[config.mk]
export PLATFORM = sky130hd
export DESIGN_NAME = uart_tx_piso
export DESIGN_NICKNAME = d
export VERILOG_FILES = /design/src/rtl/uart_tx_piso.sv
export SDC_FILE = /design/constraint.sdc
export NUM_CORES = 1
export LEC_CHECK = 0
export CORE_AREA = 2 2 47 49
export DETAILED_ROUTE_END_ITERATION = 8
export DIE_AREA = 0 0 49 51
export HOLD_SLACK_MARGIN = 0.05
export PLACE_DENSITY = 0.74
export SYNTH_ARGS = -nofsm -noshare
export SYNTH_HDL_FRONTEND = slang
export SYNTH_SLANG_ARGS = --single-unit
[constraint.sdc]
create_clock -name clk_50M -period 2.2 [get_ports clk_50M]
set_input_delay 0.44 -clock clk_50M [delete_from_list [all_inputs] [get_ports clk_50M]]
set_output_delay 0.44 -clock clk_50M [all_outputs]
set_load 0.005 [all_outputs]
[src/rtl/uart_tx_piso.sv]
// UART transmitter, parallel-in serial-out.
// Sends an 11-bit frame: start(0), data[0..7] LSB first, bit 9, stop(1).
// Each bit is held for one baud tick interval.
// Optional build macro UART_TX_PARITY_EN: bit 9 becomes even parity of data_in
// and priority_bit is ignored. When undefined, bit 9 is priority_bit.
module uart_tx_piso (
  input  logic       clk_50M,
  input  logic       reset,
  input  logic       tick,
  input  logic       tx_start,
  input  logic [7:0] data_in,
  input  logic       priority_bit,
  output logic       uart_txd,
  output logic       busy,
  output logic       tx_done
);

  typedef enum logic [1:0] {StIdle, StArm, StSend} state_e;

  localparam logic [3:0] LastBit = 4'd10;

  state_e      state_q, state_d;
  logic [10:0] shreg_q, shreg_d;
  logic [3:0]  bit_cnt_q, bit_cnt_d;
  logic        txd_q, txd_d;
  logic        busy_q, busy_d;
  logic        done_q, done_d;
  logic        bit9;

`ifdef UART_TX_PARITY_EN
  assign bit9 = ^data_in;
  logic unused_priority_bit;
  assign unused_priority_bit = priority_bit;
`else
  assign bit9 = priority_bit;
`endif

  // Next-state and registered-output logic for the IDLE/ARM/SEND machine.
  always_comb begin
    state_d   = state_q;
    shreg_d   = shreg_q;
    bit_cnt_d = bit_cnt_q;
    txd_d     = txd_q;
    busy_d    = busy_q;
    done_d    = 1'b0;
    case (state_q)
      StIdle: begin
        txd_d  = 1'b1;
        busy_d = 1'b0;
        // A tick in this cycle is deliberately not used; ARM waits for the next one.
        if (tx_start) begin
          shreg_d   = {1'b1, bit9, data_in, 1'b0};
          bit_cnt_d = 4'd0;
          state_d   = StArm;
          busy_d    = 1'b1;
        end
      end
      StArm: begin
        txd_d  = 1'b1;
        busy_d = 1'b1;
        // Aligning the start bit to a tick gives it a full bit period.
        if (tick) begin
          state_d = StSend;
          txd_d   = shreg_q[0];
        end
      end
      StSend: begin
        busy_d = 1'b1;
        if (tick) begin
          if (bit_cnt_q == LastBit) begin
            state_d = StIdle;
            txd_d   = 1'b1;
            busy_d  = 1'b0;
            done_d  = 1'b1;
          end else begin
            shreg_d   = {1'b1, shreg_q[10:1]};
            bit_cnt_d = bit_cnt_q + 4'd1;
            txd_d     = shreg_q[1];
          end
        end
      end
      default: begin
        state_d = StIdle;
        txd_d   = 1'b1;
        busy_d  = 1'b0;
      end
    endcase
  end

  // State and output registers with synchronous active-high reset.
  always_ff @(posedge clk_50M) begin
    if (reset) begin
      state_q   <= StIdle;
      shreg_q   <= '1;
      bit_cnt_q <= 4'd0;
      txd_q     <= 1'b1;
      busy_q    <= 1'b0;
      done_q    <= 1'b0;
    end else begin
      state_q   <= state_d;
      shreg_q   <= shreg_d;
      bit_cnt_q <= bit_cnt_d;
      txd_q     <= txd_d;
      busy_q    <= busy_d;
      done_q    <= done_d;
    end
  end

  assign uart_txd = txd_q;
  assign busy     = busy_q;
  assign tx_done  = done_q;

endmodule
==> results_dict.tcl <==
set metrics [dict create \
    syn_area_per_cell_sq_um 9.29 \
    yosys.area_share.adder 0.0784 \
    num_vias 865 \
    fin_skew_ps 4.55 \
    synthSimpleGateAreaFrac 0.193 \
    clock_latency_ps 290 \
    cts_sinks 19 \
    synthTopCellsByCount "dfxtp_1 (19), a31oi_1 (9), mux2i_1 (9), nor3_1 (9)" \
    grt_max_degree 18 \
    worst_r2r_startpoint "state_q[0]$_SDFFE_PP0P_" \
    ys_types 32 \
    routabilityCongestion 0.864 \
    setup_viol 0 \
    tritoncts "yes" \
    gr-total-overflow 0 \
    antenna_found_initial 0 \
    worst_r2r_endpoint "bit_cnt_q[3]$_SDFFE_PP0P_" \
    clkTransAtPathRegs_ps 110 \
    worstPathRequired_ps 2440 \
    syn_nets 122 \
    viasPerCell 5.73 \
    yosysTopAreaCell "dfxtp_1" \
    crit_path_cell_trace "inv_1, ha_1, nor2b_1, or3_4, or3_1, a21oi_1" \
    routed_wl_microns 1970 \
    synth-async-reset-ratio 0 \
    grt_pass1_wl_microns 3580 \
    setup_slack_ps 270 \
    slew_headroom 0.615 \
    cts_setup_buffers 0 \
    wl_per_cell_microns 13.0 \
    critPathSlowestCell "or3_4" \
    netlist_area_sq_um 957 \
    min_delay_path_depth 2 \
    cts_buffer_depth 2 \
    start_kind "register" \
    dpl.hpwl_microns 1480 \
    finalSetupTns_ps 0 \
    synthTopCellsByArea "dfxtp_1 (40%), mux2i_1 (9.4%), ha_1 (7.8%)" \
    drt_iter0_markers 19 \
    grt.total_usage 0.183 \
    place_ws_ps 146 \
    area_delta_synth_final_pct 24.3 \
    min_path_type "register to register" \
    die_area_sq_um 2500 \
    clock-root-buffer "clkbuf_4" \
    remaining_drc_errors 0 \
    arrival_ps 2170 \
    cap_violations 0 \
    ff2ff_setup_slack_ps 270 \
    slowest_delay_ps 420 \
    peakVddDrop_mv 0.515 \
    ctsResizeCount 0 \
    yosysMostFrequentCell "dfxtp_1" \
    die_h_microns 51 \
    layout-drive-gt1-share 0.122 \
    yosysWarningCount 0 \
    cp_max_fo 7 \
    status "complete, no violations" \
    slew_viol_final 0 \
    totalPowerFinal_uw 978 \
    ys_ff_latch 19 \
    leakage_nw 0.439 \
    first_pass_iters 4 \
    synth_edf_count 0 \
    rows 17 \
    syn_inst 103 \
    reg2reg_depth 6 \
    ctsHoldBuffers 0 \
    port-buffer-count 15 \
    rsz0062_at_grt "no" \
    hold_viol 0 \
    first_global_vias 847 \
    hold_start "shreg_q[0]$_SDFFE_PP1P_" \
    fin_crit_sh 0.877 \
    dieWidth_microns 49 \
    ant_nets 0 \
    hold_path_end "shreg_q[0]$_SDFFE_PP1P_" \
    cts_buffers 3 \
    nets 143 \
    muxShareOfSynthArea 0.0941 \
    start_util 0.464 \
    io_pins 16 \
    n_antenna_cell 0 \
    synth-seq-area-share 0.397 \
    core_sq_um 2060 \
    cp-end-kind "register" \
    synth-main-ff-cell "dfxtp_1" \
    tightest_slew_ps 577 \
    synth_top_family_by_area "simple AND/OR/NAND/NOR gates" \
    synth_compound_area_frac 0.183 \
    fin_crit_ps 1930 \
    path_class "register to register" \
    synth_top_area_share 0.397 \
    synthXorXnorAreaFrac 0 \
    htree_num_levels 1 \
    fmax_mhz 518 \
    power_density_nw_per_um2 822 \
]
## stage by stage
step	utilization	cell area, sq um	hold WS (ps)	instances
6_report	0.577	1190	489	151
5_1_grt	0.577	1190	549	151
4_1_cts	0.577	1190	495	151
3_5_place_dp	0.563	1160	476	147
3_3_place_gp	0.563	1160	488	147
2_1_floorplan	-	957	456	103
## worst max path at each step
stage,to,cells after the start,startpoint,slack [ps]
2_1_floorplan,bit_cnt_q[3]$_SDFFE_PP0P_,7,bit_cnt_q[0]$_SDFFE_PP0P_,400
3_3_place_gp,bit_cnt_q[3]$_SDFFE_PP0P_,5,tx_start,190
3_5_place_dp,bit_cnt_q[3]$_SDFFE_PP0P_,5,tx_start,150
4_1_cts,bit_cnt_q[3]$_SDFFE_PP0P_,6,state_q[0]$_SDFFE_PP0P_,280
5_1_grt,bit_cnt_q[3]$_SDFFE_PP0P_,6,bit_cnt_q[0]$_SDFFE_PP0P_,200
6_report,bit_cnt_q[3]$_SDFFE_PP0P_,6,state_q[0]$_SDFFE_PP0P_,270
## where the power goes
group	switching (mW)	internal (mW)	leakage (nW)	total [mW]
registers	0.0391	0.406	0.156	0.445
clock network	0.108	0.0676	0.0177	0.176
logic	0.187	0.170	0.265	0.357
## cell families after synthesis
kind of cell	after synthesis
simple gates	33
compound gates	25
buf+inv	11
mux	9
fa+ha+maj	6
flops	19
## flip-flops by register name (all words and copies together), names as in the netlist
register	count
busy	1
state_q	2
tx_done	1
shreg_q	10
bit_cnt_q	4
uart_txd	1
## worst max-delay path, delay by kind of cell (launching register included)
kind                       cells  cell delay [ps]
DFF                            1              400
and+or+nand+nor                3             1010
adders and majority gates      1              240
AOI/OAI and AO/OA              1              140
buffers and inverters          1               90
## layout make-up
class	count	area [sq um]
fill	199	873
multi-input combinational	73	526
sequential	19	380
timing repair buffer	22	203
tap	28	35.0
clock buffer	3	22.5
inverter	5	18.8
clock inverter	1	5.00
## placed cells by master (no fill, tap or decap), types with 3 or more instances in the layout
master and n:
nor2_1 4, buf_4 7, nand2_1 4, nand3_1 6, nor3_1 9, clkdlybuf4s50_1 15, clkbuf_4 3, dfxtp_1 19
a31oi_1 9, ha_1 6, mux2i_1 9, a21oi_1 5, inv_1 5
## per-layer routing
metal  wire, microns  vias up  global-route usage
met3              91        4              0.0468
met5               0        -                   0
li1                -      427                   -
met4              17        0              0.0714
met1             895      410               0.215
met2             962       24               0.320
Note: power is estimated with default switching activity, not from simulation.
